--- src/rtl/fetch_pc_unit_pkg.sv ---
// Shared definitions for the fetch stage: opcodes, branch encodings, IR field layout
// and the fetch FSM state type.
package fetch_pc_unit_pkg;

   typedef enum logic [3:0] {
      OP_ALU   = 4'h0,
      OP_ALUI  = 4'h1,
      OP_LOAD  = 4'h2,
      OP_STORE = 4'h3,
      OP_BR    = 4'h4,
      OP_JMP   = 4'h5,
      OP_MOV   = 4'h6,
      OP_CMOV  = 4'h7,
      OP_NOP   = 4'hE,
      OP_HALT  = 4'hF
   } opcode_e;

   typedef enum logic [2:0] {
      BR_NONE   = 3'b000,
      BR_ALWAYS = 3'b001,
      BR_MI     = 3'b010,
      BR_PL     = 3'b011,
      BR_Z      = 3'b100
   } branch_e;

   typedef enum logic [1:0] {
      S_REQ,
      S_WAIT,
      S_READY
   } fetch_state_e;

   localparam int OP_MSB  = 31;
   localparam int OP_LSB  = 28;
   localparam int RD_MSB  = 27;
   localparam int RD_LSB  = 24;
   localparam int RS1_MSB = 23;
   localparam int RS1_LSB = 20;
   localparam int RS2_MSB = 19;
   localparam int RS2_LSB = 16;
   localparam int IMM_MSB = 15;
   localparam int IMM_LSB = 0;

   localparam logic [31:0] NOP_WORD = {OP_NOP, 28'h000_0000};

endpackage

--- src/rtl/fetch_pc_unit_branch_resolve.sv ---
// Combinational branch resolution: evaluates the BRANCH condition against the flags
// and selects the next PC (relative target or sequential), wrapping mod 2^PC_W.
module branch_resolve
   import fetch_pc_unit_pkg::*;
#(
   parameter int PC_W = 16
) (
   input  logic [2:0]      branch,
   input  logic            flag_neg,
   input  logic            flag_zero,
   input  logic [PC_W-1:0] pc,
   input  logic [15:0]     imm,
   output logic            taken,
   output logic [PC_W-1:0] next_pc
);

   // Wide enough for any PC_W; the low PC_W bits give both sign extension and truncation.
   logic [PC_W+15:0] imm_ext;

   assign imm_ext = {{PC_W{imm[15]}}, imm};

   // NOTE: every output of a combinational block gets a default first so no path leaves it unassigned (no latch).
   always_comb begin
      taken = 1'b0;
      case (branch)
         BR_ALWAYS: taken = 1'b1;
         BR_MI:     taken = flag_neg;
         BR_PL:     taken = !flag_neg && !flag_zero;
         BR_Z:      taken = flag_zero;
         default:   taken = 1'b0;
      endcase
   end

   assign next_pc = taken ? pc + imm_ext[PC_W-1:0] : pc + PC_W'(1);

endmodule

--- src/rtl/fetch_pc_unit.sv ---
// Program counter and instruction fetch stage: REQ/WAIT/READY fetch from a 1-cycle
// synchronous ROM into the IR, with loadPC committing the resolved next PC.
module fetch_pc_unit
   import fetch_pc_unit_pkg::*;
#(
   parameter int                PC_W     = 16,
   parameter int                INSTR_W  = 32,
   parameter logic [PC_W-1:0]   RESET_PC = '0,
   parameter logic [INSTR_W-1:0] NOP_INSTR = INSTR_W'(NOP_WORD)
) (
   input  logic               clk,
   input  logic               reset,
   input  logic               loadPC,
   input  logic [2:0]         BRANCH,
   input  logic               flagNeg,
   input  logic               flagZero,
   output logic               imemEn,
   output logic [PC_W-1:0]    imemAddr,
   input  logic [INSTR_W-1:0] imemData,
   output logic [PC_W-1:0]    pc,
   output logic [INSTR_W-1:0] instr,
   output logic [3:0]         op_code,
   output logic [3:0]         rd,
   output logic [3:0]         rs1,
   output logic [3:0]         rs2,
   output logic [15:0]        imm,
   output logic               irValid,
   output logic               branchTaken
);

   fetch_state_e    state;
   logic [PC_W-1:0] next_pc;

   branch_resolve #(.PC_W(PC_W)) u_branch_resolve (
      .branch    (BRANCH),
      .flag_neg  (flagNeg),
      .flag_zero (flagZero),
      .pc        (pc),
      .imm       (imm),
      .taken     (branchTaken),
      .next_pc   (next_pc)
   );

   // NOTE: state registers use non-blocking assignments so every flop samples pre-edge values.
   always_ff @(posedge clk) begin
      if (reset) begin
         state   <= S_REQ;
         pc      <= RESET_PC;
         instr   <= NOP_INSTR;
         irValid <= 1'b0;
      end else if (loadPC) begin
         // Any fetch in flight is abandoned: returning ROM data is simply never captured.
         state   <= S_REQ;
         pc      <= next_pc;
         irValid <= 1'b0;
      end else begin
         case (state)
            S_REQ:   state <= S_WAIT;
            S_WAIT: begin
               instr   <= imemData;
               irValid <= 1'b1;
               state   <= S_READY;
            end
            S_READY: state <= S_READY;
            default: state <= S_REQ;
         endcase
      end
   end

   // Request is issued in the REQ cycle itself so the fetch completes two cycles after entering REQ.
   assign imemEn   = (state == S_REQ) && !reset;
   assign imemAddr = pc;

   assign op_code = instr[OP_MSB:OP_LSB];
   assign rd      = instr[RD_MSB:RD_LSB];
   assign rs1     = instr[RS1_MSB:RS1_LSB];
   assign rs2     = instr[RS2_MSB:RS2_LSB];
   assign imm     = instr[IMM_MSB:IMM_LSB];

endmodule
--- config.mk ---
export PLATFORM = sky130hd
export DESIGN_NAME = fetch_pc_unit
export DESIGN_NICKNAME = d
export VERILOG_FILES = /design/src/rtl/fetch_pc_unit_pkg.sv /design/src/rtl/fetch_pc_unit_branch_resolve.sv /design/src/rtl/fetch_pc_unit.sv
export SDC_FILE = /design/constraint.sdc
export NUM_CORES = 1
export LEC_CHECK = 0
export CAP_MARGIN = 40
export CORE_ASPECT_RATIO = 1.75
export CORE_MARGIN = 5
export CORE_UTILIZATION = 38
export DETAILED_ROUTE_END_ITERATION = 16
export GPL_TIMING_DRIVEN = 0
export PLACE_DENSITY = 0.75
export SLEW_MARGIN = 10
export SYNTH_ARGS = -nofsm -noshare
export SYNTH_HDL_FRONTEND = slang
export SYNTH_SLANG_ARGS = --single-unit
--- constraint.sdc ---
create_clock -name clk -period 3.5 [get_ports clk]
set_clock_uncertainty 0.1 [all_clocks]
set_input_delay 0.7 -clock clk [delete_from_list [all_inputs] [get_ports clk]]
set_output_delay 0.7 -clock clk [all_outputs]
set_load 0.02 [all_outputs]
==> results.tsv <==
metric	value	unit
yosys.area_share.simple	0.2013	
core-area	0.007620	mm^2
postRouteAntennaNets	0	
worst_hold_path_type	reg2reg	
avgViaCountPerCell	4.805	
setup_repair_after_global_routing_missed_its_margin	yes	
area_share_of_the_largest_cell_type_after_synthesis	0.3421	
cts_buffers	5	
groute.usage.overall	0.1840	
synth_xor_area_frac	0.03816	
synth.yosys.warnings	0	
worst_slew_pin_slew	0.7124	ns
layout.nets	584	
drive_gt1_frac	0.1992	
fillCellCount	643	
most-common-layout-cells	sky130_fd_sc_hd__clkdlybuf4s50_1 (131), sky130_fd_sc_hd__nand2_1 (69), sky130_fd_sc_hd__buf_4 (60), sky130_fd_sc_hd__dfxtp_1 (51), sky130_fd_sc_hd__a21oi_1 (37)	
vdd.ir_drop.worst	0.3180	mV
required	3.56	ns
detail_route.wirelength	9237	um
postSynth.asyncResetShare	0	
design.die.area	0.009794	mm^2
grt.overflow.total	0	
postSynth.topFlopCell	sky130_fd_sc_hd__dfxtp_1	
synth_compound_gate_area_share	0.1413	
num_vias	2955	
first_global_vias	3069	
path_class	in2reg	
synth.area.top_cells	sky130_fd_sc_hd__dfxtp_1 (34%), sky130_fd_sc_hd__buf_4 (12%), sky130_fd_sc_hd__nand2_1 (8.8%)	
largest_net_degree_at_the_start_of_global_routing	16	
outcome	finished clean	
tritoncts_num_sinks	51	
maxCapViolations	0	
core.rowCount	42	
root_buffer	sky130_fd_sc_hd__clkbuf_16	
most_common_cell_after_layout_fill_and_taps_aside	sky130_fd_sc_hd__clkdlybuf4s50_1	
cellPowerDensity	313.3	mW/mm^2
total_leakage_power	2.030	nW
drc	0	
cts-hold-fix-buffers	0	
io_buffers	136	
largest_family_of_logic_cells_by_synthesized_area	simple AND/OR/NAND/NOR gates	
crit_path_max_fanout	7	
max_clock_freq	294.4	MHz
ff_latch_area	0.001021	mm^2
post_drt_wl_per_cell	15.02	um
grt_antenna_before_repair	0	
clock_input_transition_at_the_sequential_cells_of_the_worst_setup_and_hold_paths	0.06	ns
flow.area_growth_from_synthesis	64.82	%
mappedNetlistArea	0.002984	mm^2
design.portCount	139	
n_antenna_cell	0	
post-synth-top-area-cell	sky130_fd_sc_hd__dfxtp_1	
post_synth.cell_area_avg	8.065	um^2
postSynthRegisterBits	51	
multi_input_area	0.001673	mm^2
tritoncts_clock_tree	built	
synth.net_count	428	
regToRegSetupSlack	0.87	ns
fin_util	0.6455	
kind_of_end_point_of_the_critical_path	flop	
final.min_clock_period	3.397	ns
arrival	3.46	ns
die_x	76.99	um
number_of_violations_reported_at_the_end_of_detailed_routing_iteration_0	94	
setup_tns	0	ns
global_route_wire_length_before_repair	14680	um
detailedRoute.firstPassIterationCount	4	
timing_max_transition_violations_final	0	
finalCritPeriodShare	0.9707	
synth_cell_type_count	39	
setup_violations	0	
cts_htree_levels	2	
syn-instance-count	370	
floorplan.initialDensity	0.3916	
cts-root-to-sink-buffers	2	
max-slew-margin-rel	0.5251	
place.detailed.hpwl	7158	um
finalWeightedCongestion	0.8922	
die_h	127.2	um
multiplexer_share_of_the_synthesized_area	0.04780	
timing.critical_path.from_type	input pin	
report.final.hold_viol_count	0	
synth-seq-area-share	0.3421	
synth_edf_count	0	
clock_latency	0.29	ns
synth_fa_ha_area_frac	0.07799	
-- final timing paths --
| kind | from | endpoint | depth (start not counted) |
|---|---|---|---|
| setup / recovery | BRANCH[0] | imemAddr[14] | 17 |
| setup reg to reg | instr[0] | imemAddr[14] | 11 |
| hold reg to reg | instr[20] | instr[20] | 2 |
| hold / removal | instr[20] | instr[20] | 2 |
-- timing repair --
item                                    4_1_cts  5_1_grt
endpoints found under the setup margin        5        3
pin swaps                                    13       10
resized for setup                            36       16
setup buffers                                11        2
-- power by group --
part	total, mW	internal, mW	switching [mW]
clock network	0.624	0.410	0.214
logic	0.297	0.162	0.135
registers	0.620	0.599	0.0208
total	1.54	1.17	0.370
-- cell type report --
| cell class | count | area share |
|---|---|---|
| Clock inverter | 2 | 0.01221 |
| Clock buffer | 6 | 0.02620 |
| Multi-Input combinational cell | 247 | 0.3401 |
| Inverter | 7 | 0.005342 |
| Timing Repair Buffer | 149 | 0.2976 |
| Sequential cell | 51 | 0.2076 |
| Buffer | 65 | 0.08853 |
| Tap cell | 88 | 0.02239 |
-- metrics by stage --
step                worst slack [ns]  instances  power [mW]  cell area (um^2)  hold slack (ns)
global route                -0.06112        615       1.593              4918           0.4000
finish                        0.1027        615       1.541              4918           0.3766
global placement             -0.9608        594      0.9034              4471           0.3617
CTS                        0.0008173        613       1.550              4890           0.3775
detailed placement            -1.062        594      0.9091              4471           0.3663
floorplan                   0.006095        370      0.7697              2999           0.4468
-- critical path, stage by stage --
cell                       delay, ns
sky130_fd_sc_hd__buf_6          0.09
sky130_fd_sc_hd__nand3b_1       0.16
sky130_fd_sc_hd__o21a_1         0.12
sky130_fd_sc_hd__o22a_1         0.22
sky130_fd_sc_hd__inv_2          0.10
sky130_fd_sc_hd__buf_12         0.12
sky130_fd_sc_hd__nand2b_4       0.06
sky130_fd_sc_hd__ha_4           0.16
sky130_fd_sc_hd__inv_2          0.05
sky130_fd_sc_hd__fa_2           0.22
sky130_fd_sc_hd__nor2b_4        0.05
sky130_fd_sc_hd__o31a_1         0.32
sky130_fd_sc_hd__or4_4          0.52
sky130_fd_sc_hd__a311oi_2       0.29
sky130_fd_sc_hd__xnor2_1        0.09
sky130_fd_sc_hd__mux2i_1        0.13
sky130_fd_sc_hd__nor2_1         0.05
-- state kept, by name, summed over array words and instances (netlist names) --
| signal | flops |
|---|---|
| state | 2 |
| instr | 32 |
| irValid | 1 |
| imemAddr | 16 |
-- cell families after synthesis --
family          Yosys count
simple gates            131
buf+inv                  72
compound gates           71
flops                    51
fa+ha+maj                18
mux                      14
xor+xnor                 13
-- metal layers --
layer / track usage / vias to the layer above / part of all wire
met1: 0.1698 / 1347 / 0.34
met3: 0.03521 / 26 / 0.051
met5: 0 / - / 0
li1: - / 1497 / -
met2: 0.3676 / 85 / 0.57
met4: 0.09514 / 0 / 0.036
-- Yosys cell counts, types with 2 or more instances --
cell / n
sky130_fd_sc_hd__mux2i_1: 12
sky130_fd_sc_hd__nor2_1: 21
sky130_fd_sc_hd__xnor2_1: 8
sky130_fd_sc_hd__xor2_1: 5
sky130_fd_sc_hd__a31oi_1: 2
sky130_fd_sc_hd__mux2_2: 2
sky130_fd_sc_hd__dfxtp_1: 51
sky130_fd_sc_hd__a21o_1: 3
sky130_fd_sc_hd__a21oi_1: 39
sky130_fd_sc_hd__ha_1: 17
sky130_fd_sc_hd__nand2b_1: 3
sky130_fd_sc_hd__nor2b_1: 8
sky130_fd_sc_hd__and2_1: 14
sky130_fd_sc_hd__o21bai_1: 2
sky130_fd_sc_hd__clkbuf_1: 15
sky130_fd_sc_hd__nand2_1: 70
sky130_fd_sc_hd__buf_4: 48
sky130_fd_sc_hd__a211oi_1: 4
sky130_fd_sc_hd__nor3_1: 3
sky130_fd_sc_hd__o21a_1: 5
sky130_fd_sc_hd__nand3b_1: 4
sky130_fd_sc_hd__inv_1: 7
sky130_fd_sc_hd__nor3b_1: 2
sky130_fd_sc_hd__o21ai_0: 10
Power figures use the tool's default switching activity.
